==> src/rtl/tdc_ctrl.sv <==
// Measurement sequencer for a carry-chain TDC fine delay line.
// It arms the line, counts coarse cycles, captures the hit, hands off the result and then holds a dead time.
module tdc_ctrl #(
  parameter int NUM      = 12,
  parameter int COARSE_W = 16,
  parameter int FINE_W   = 4,
  parameter int DEAD_CYC = 4
) (
  input  logic                clk,
  input  logic                iRstN,
  input  logic                iArm,
  input  logic                iAbort,
  input  logic [NUM-1:0]      iFF,
  output logic                oFineRst,
  output logic                oBusy,
  output logic                oValid,
  input  logic                iReady,
  output logic [COARSE_W-1:0] oCoarse,
  output logic [FINE_W-1:0]   oFine,
  output logic                oOverflow,
  output logic                oBubble
);

  localparam int DW = (DEAD_CYC > 1) ? $clog2(DEAD_CYC) : 1;
  localparam logic [DW-1:0]       DEAD_LAST  = DW'(DEAD_CYC - 1);
  localparam logic [COARSE_W-1:0] COARSE_MAX = '1;

  typedef enum logic [1:0] {IDLE, ARMED, RESULT, DEAD} stateT;

  stateT               state, nextState;
  logic [COARSE_W-1:0] counter;
  logic [DW-1:0]       deadCnt;
  logic [FINE_W-1:0]   popCount;
  logic                bubble;
  logic                saturated;

  assign saturated = (counter == COARSE_MAX);

  always_ff @(posedge clk or negedge iRstN) begin
    if (!iRstN) state <= IDLE;
    else        state <= nextState;
  end

  // Abort has priority over a hit, and a hit has priority over saturation.
  always_comb begin
    nextState = state;
    oFineRst  = (state != ARMED);
    oBusy     = (state != IDLE);
    oValid    = (state == RESULT);
    case (state)
      IDLE:    if (iArm) nextState = ARMED;
      ARMED: begin
        if (iAbort)                nextState = DEAD;
        else if (iFF[0] || saturated) nextState = RESULT;
      end
      RESULT:  if (iReady) nextState = DEAD;
      DEAD:    if (deadCnt == DEAD_LAST) nextState = IDLE;
      default: nextState = IDLE;
    endcase
  end

  // Fine code is the ones-count of the taps; a bubble is any 0 -> 1 step going up the chain.
  always_comb begin
    popCount = '0;
    bubble   = 1'b0;
    for (int i = 0; i < NUM; i++) begin
      popCount = popCount + FINE_W'(iFF[i]);
    end
    for (int i = 1; i < NUM; i++) begin
      bubble = bubble | (iFF[i] & ~iFF[i-1]);
    end
  end

  always_ff @(posedge clk or negedge iRstN) begin
    if (!iRstN) begin
      counter <= '0;
      deadCnt <= '0;
    end else begin
      counter <= (state == ARMED) ? counter + 1'b1 : '0;
      deadCnt <= (state == DEAD) ? deadCnt + 1'b1 : '0;
    end
  end

  always_ff @(posedge clk or negedge iRstN) begin
    if (!iRstN) begin
      oCoarse   <= '0;
      oFine     <= '0;
      oOverflow <= 1'b0;
      oBubble   <= 1'b0;
    end else if (state == ARMED && !iAbort) begin
      if (iFF[0]) begin
        oCoarse   <= counter;
        oFine     <= popCount;
        oOverflow <= 1'b0;
        oBubble   <= bubble;
      end else if (saturated) begin
        oCoarse   <= COARSE_MAX;
        oFine     <= '0;
        oOverflow <= 1'b1;
        oBubble   <= 1'b0;
      end
    end
  end

endmodule

==> config.mk <==
export PLATFORM = sky130hd
export DESIGN_NAME = tdc_ctrl
export DESIGN_NICKNAME = d
export VERILOG_FILES = /design/src/rtl/tdc_ctrl.sv
export SDC_FILE = /design/constraint.sdc
export NUM_CORES = 1
export LEC_CHECK = 0
export CAP_MARGIN = 0
export CORE_UTILIZATION = 45
export CTS_CLUSTER_SIZE = 16
export DETAILED_ROUTE_END_ITERATION = 16
export PLACE_DENSITY = 0.71
export SYNTH_ARGS = -nofsm -noshare
export SYNTH_HDL_FRONTEND = slang
export SYNTH_SLANG_ARGS = --single-unit
==> constraint.sdc <==
create_clock -name clk -period 5.3 [get_ports clk]
set_input_delay 1.325 -clock clk [delete_from_list [all_inputs] [get_ports clk]]
set_output_delay 1.325 -clock clk [all_outputs]
set_load 0.05 [all_outputs]
; After elaboration in Yosys (flattened, before gate mapping)
; Index checks and enable logic that the tools add are counted.
[totals]
ff_bits = 42
input_bits = 17
out_inout_bits = 25
elab_cells = 86
[classes]
n_addsub = 13
n_eq_ne = 10
muxes = 16
n_bitwise = 32
reduce_logical = 8
[ops]
columns = cell, n
row1 = two-way mux 16 bit, 3
row2 = adder 4 x 1 -> 4 bit, 8
row3 = adder 16 x 1 -> 16 bit (second input constant), 1
row4 = equality test 16 bit (second input constant), 1
row5 = two-way mux 2 bit, 6
row6 = bitwise AND 1 bit, 11
row7 = NOT 1 bit, 11
row8 = bitwise OR 1 bit, 10
row9 = two-way mux 4 bit, 2
row10 = case mux 2 bit (4 select lines), 1
row11 = equality test 2 bit (second input constant), 3
row12 = adder 3 x 1 -> 4 bit, 1
row13 = two-way mux 1 bit, 4
row14 = inequality test 2 x 1 -> 1 bit (second input constant), 2
row15 = inequality test 2 bit (second input constant), 2
row16 = AND reduction 4 bit, 1
row17 = nonzero test 2 bit, 2
row18 = adder 2 x 1 -> 3 bit, 1
row19 = inequality test 3 bit (second input constant), 1
row20 = adder 1 x 1 -> 2 bit, 1
row21 = adder 2 x 1 -> 2 bit (second input constant), 1
row22 = equality test 2 x 1 -> 1 bit (second input constant), 1
row23 = zero test 2 bit, 1
row24 = AND reduction 2 bit, 1
row25 = other kinds (3), 3

; Longest topological paths before layout
; Gate-level depths: netlist (run 1).
[depth]
depth_word = 13
ltp_mapped = 10
depth_no_buf = 10

; Least setup slack after synthesis (run 1)
; No wires, ideal clock.
[synth_timing]
path_kind = in2reg
from = input iFF[0]
to = register oFine[2]
arrival_ps = 4217
setup_slack_ps = 962
cell_stages = 10
path_cell_list = inv_1 > fa_1 > fa_1 > fa_1 > fa_1 > inv_1 > ha_1 > fa_1 > xor2_1 > a22o_1
[synth_between]
elab_chain_cells = 12
[synth_lines]
columns = item, line_no
row1 = start: declaration, 13  ; input logic [NUM-1:0] iFF,
row2 = adder 1 x 1 -> 2 bit, 67  ; popCount = popCount + FINE_W'(iFF[i]);
row3 = adder 2 x 1 -> 3 bit, 67
row4 = adder 3 x 1 -> 4 bit, 67
row5 = adder 4 x 1 -> 4 bit (8 in series), 67
row6 = two-way mux 4 bit, 91  ; if (iFF[0]) begin
row7 = end signal: assignment, 93  ; oFine <= popCount;
row8 = end: declaration, 19  ; output logic [FINE_W-1:0] oFine,
; Parallel ways exist; a longest one is shown, timed or not.
; A chain may end at the register's enable or synchronous reset.

; Worst setup path after layout (run 1)
; Ends and elaborated chain as after synthesis.

==> impl_summary.log, run 1 <==
[metrics] status: finished with violations
[metrics] violated checks: design-rule violations
[metrics] post-synthesis register bit count: 42
[metrics] # DRC: 1
[metrics] Psw: 0.707 mW
[metrics] relative area change from synthesis to final layout: 26.6%
[metrics] Die Y: 71.9 um
[metrics] total wire length after detailed routing: 4220 um
[metrics] via count of the first global-routing pass: 1,576
[metrics] final cell count without fillers: 308
[metrics] horizontal extent of the die: 71.9 um
[metrics] number of different library cells in the post-synthesis netlist: 36
[metrics] critical path type: in2reg
[metrics] cell taking the most area after synthesis: sky130_fd_sc_hd__dfrtp_1
[metrics] post_cts resized: 0
[metrics] number of pins exceeding their max-slew limit in the final report: 0
[metrics] average footprint of a synthesized cell: 11.2 um2
[metrics] internal power: 0.873 mW
[metrics] Antenna Violating Nets Remaining: 0
[metrics] Layout fillers: 406
[metrics] CTS clock-pin slew for the worst setup and hold paths: 0.08 ns
[metrics] Worst Path Arrival: 4.83 ns
[metrics] library cell with the highest instance count after synthesis: sky130_fd_sc_hd__dfrtp_1
[metrics] number of antenna violations at the first check in global routing: 0
[metrics] combinational share of power: 0.532
[metrics] Post-synth top flop: sky130_fd_sc_hd__dfrtp_1
[metrics] Buf+Inv Stages, Crit Path: 3
[metrics] dominant delay contributor by cell family on the critical path: adder cells
[metrics] DRT Pass-1 Iters: 10
[metrics] maximum number of pins on one net before global-route repair: 43
[metrics] row count: 25
[metrics] max-cap violation count: 0
[metrics] first-pass GRT wire length: 7290 um
[metrics] effective utilization at floorplan: 0.466
[metrics] count of boundary I/O pins: 42
[metrics] Final period util: 0.877
[metrics] power density over the cells: 567 mW/mm2
[metrics] cell repeated most along the worst path: sky130_fd_sc_hd__fa_1
[metrics] Slowest-stage cell, CP: sky130_fd_sc_hd__fa_1
[metrics] Sw Ratio: 0.448
[metrics] cts bufs inserted: 5
[metrics] final routed wire length divided by cell count: 13.7 um
[metrics] post-layout utilization of the core: 0.590
[metrics] total global-route track usage: 0.183
[metrics] # port buffers: 41
[metrics] Hold Buf Count CTS: 0
[metrics] CTS tree: yes
[metrics] post-layout power: 1.58 mW
[metrics] achievable clock frequency: 215 MHz
[metrics] Gate Count Post-Synth: 196
[metrics] dominant combinational cell family by area after synthesis: simple AND/OR/NAND/NOR gates
[metrics] final critical path time including I/O delays and setup: 4.65 ns
[metrics] longest individual stage delay on the worst path: 0.53 ns
[metrics] ant diodes: 0
[metrics] fraction of layout cells with a size suffix above 1: 0.0622
[metrics] Synth Area in Simple Gates: 0.164
[metrics] worst slack at placement: 0.332 ns
[metrics] sequential power share: 0.310
[metrics] syn nets: 231
[metrics] die area: 0.00517 mm2
[metrics] count of endpoints failing hold in the final timing report: 0
[metrics] net count of the finished layout: 275
[metrics] routability-driven placement congestion ratio: 0.920
[metrics] mux share of post-synthesis cell area: 0.00512
[metrics] parity-gate share of the synthesized area counting xor and xnor cells: 0.0597
[metrics] critical path endpoint category: flop
[metrics] Final setup viols: 0
[metrics] critical path fanouts, max: 3
[metrics] ratio of routed vias to standard cells: 5.08
[metrics] clk_skew: 0.00853 ns
[metrics] DR iter-0 viols: 56
[metrics] # clock sinks: 42
[metrics] count of flip-flops with a built-in enable after synthesis: 0
[metrics] Pleak: 1.23 nW
[metrics] Post-Route Setup TNS: 0 ns
[metrics] final worst hold slack: 0.453 ns
[metrics] Synth Area in Compound Gates: 0.122
[metrics] DPL Wire Length: 3090 um
[metrics] arithmetic-cell share of the synthesized area counting full adders, half adders and majority gates: 0.126
[metrics] share of the yosys chip area belonging to registers: 0.478
[metrics] Skew-Pair Late Insertion Delay: 0.29 ns
[metrics] required time worst endpoint: 5.48 ns
[metrics] area share of the largest cell type after synthesis: 0.478
[metrics] via count: 1,564
[metrics] Cells after DPL: 300
[metrics] total global routing overflow: 0
[metrics] netlist area before placement: 0.00220 mm2
[metrics] placeable core region: 0.00472 mm2
[metrics] clock share of power: 0.158
[metrics] post-CTS setup repair buffer count: 0
[metrics] setup repair after global routing missed its margin: no
[metrics] class of the most critical hold timing path: reg2reg
[metrics] cell at the root of the clock tree: sky130_fd_sc_hd__clkbuf_8
[metrics] fraction of synthesis flops using an asynchronous set or reset pin: 1.00
[metrics] cells traversed along the worst timing path: clkdlybuf4s50_1 -> inv_1 -> fa_1 -> fa_1 -> fa_1 -> fa_1 -> inv_1 -> ha_1 -> fa_1 -> xor2_1 -> a22o_1
[metrics] crit path launch type: input port
[metrics] Max-slew headroom: 0.394
[metrics] final setup slack of the worst path: 0.653 ns
[metrics] # H-tree levels: 2
[metrics] post-route design area: 0.00279 mm2
[metrics] Least-Margin Pin Slew: 0.909 ns
[metrics] Warnings, synthesis: 0
[metrics] top post-synthesis cells by area: sky130_fd_sc_hd__dfrtp_1 (48%), sky130_fd_sc_hd__fa_1 (6.4%), sky130_fd_sc_hd__o22a_1 (6.4%), sky130_fd_sc_hd__ha_1 (6.3%), sky130_fd_sc_hd__xor2_1 (4.0%)
[metrics] Worst IR Drop VDD: 0.000278 V
[metrics] Placement Cell Area: 0.00268 mm2
[metrics] maximum buffer depth of the clock tree: 2
[metrics] synth cell count leaders: sky130_fd_sc_hd__dfrtp_1 (42), sky130_fd_sc_hd__inv_1 (20), sky130_fd_sc_hd__nor2_1 (19)
==> layout by cell type, fill, tap and decap left out, types with 7 or more instances in the layout <==
master                             n
sky130_fd_sc_hd__clkdlybuf4s50_1  40
sky130_fd_sc_hd__ha_1             11
sky130_fd_sc_hd__inv_1            20
sky130_fd_sc_hd__nand3_1           8
sky130_fd_sc_hd__nor2_1           19
sky130_fd_sc_hd__o22a_1           16
sky130_fd_sc_hd__xor2_1           10
sky130_fd_sc_hd__fa_1              7
sky130_fd_sc_hd__dfrtp_1          42
==> state kept, by name, summed over array words and instances (netlist names) <==
name / cells
state: 2
oFine: 4
oCoarse: 16
oOverflow: 1
deadCnt: 2
counter: 16
oBubble: 1
==> path summary, 6_finish.rpt <==
path | slack [ns] | endpoint | start | cells past startpoint
setup / recovery | 0.65 | oFine[2]$_DFFE_PN0P_ | iFF[0] | 11
setup reg to reg | 2.98 | oCoarse[8]$_DFFE_PN0P_ | state[1]$_DFFE_PN0P_ | 7
max in group asynchronous | 3.58 | oCoarse[10]$_DFFE_PN0P_ | iRstN | 1
min in group asynchronous | 1.16 | counter[8]$_DFF_PN0_ | iRstN | 1
hold reg to reg | 0.45 | deadCnt[0]$_DFF_PN0_ | deadCnt[0]$_DFF_PN0_ | 1
hold / removal | 0.45 | deadCnt[0]$_DFF_PN0_ | deadCnt[0]$_DFF_PN0_ | 1
==> routing by layer <==
layer  routed length [um]  global-route usage  vias to the layer above
li1                     -                   -                      769
met1                 2040               0.240                      760
met2                 2000               0.301                       31
met3                  148              0.0444                        4
met4                   29              0.0588                        0
met5                    0                   0                        -
==> power groups by stage <==
stage | combinational [mW] | sequential [mW] | clock (mW)
final | 0.840 | 0.490 | 0.250
after global routing | 0.895 | 0.506 | 0.270
after CTS | 0.849 | 0.491 | 0.257
after detailed placement | 0.846 | 0.496 | 0
after global placement | 0.829 | 0.495 | 0
after floorplan | 0.296 | 0.768 | 0
==> area by class of cell <==
class                   instances  area [um2]  share of cell area
inverters                      21        78.8              0.0283
clock buffers                   6        72.6              0.0260
clock inverters                 2        37.5              0.0135
multi-input cells             128        1050               0.377
well taps                      67        83.8              0.0301
flip-flops and latches         42        1050               0.377
repair buffers                 42         413               0.148
==> logic make-up (layout without fill, tap and decap cells) <==
family,count (synthesis),in the layout
adders and majority gates,18,18
xor gates and xnor gates,15,15
buffers and inverters,26,71
AOI/OAI and AO/OA,33,33
DFF,42,42
and+or+nand+nor,61,61
muxes,1,1
Note: power is estimated with default switching activity, not from simulation.
==> inputs of run 2 (changes only) <==
--- a/config.mk
+++ b/config.mk
@@ -9,6 +9,7 @@
 export CORE_UTILIZATION = 45
 export CTS_CLUSTER_SIZE = 16
 export DETAILED_ROUTE_END_ITERATION = 16
+export HOLD_SLACK_MARGIN = 0.15
 export PLACE_DENSITY = 0.71
 export SYNTH_ARGS = -nofsm -noshare
 export SYNTH_HDL_FRONTEND = slang
==> results of run 2 <==
Same layout as run 1: the final DEF is identical, and so are final timing and power.
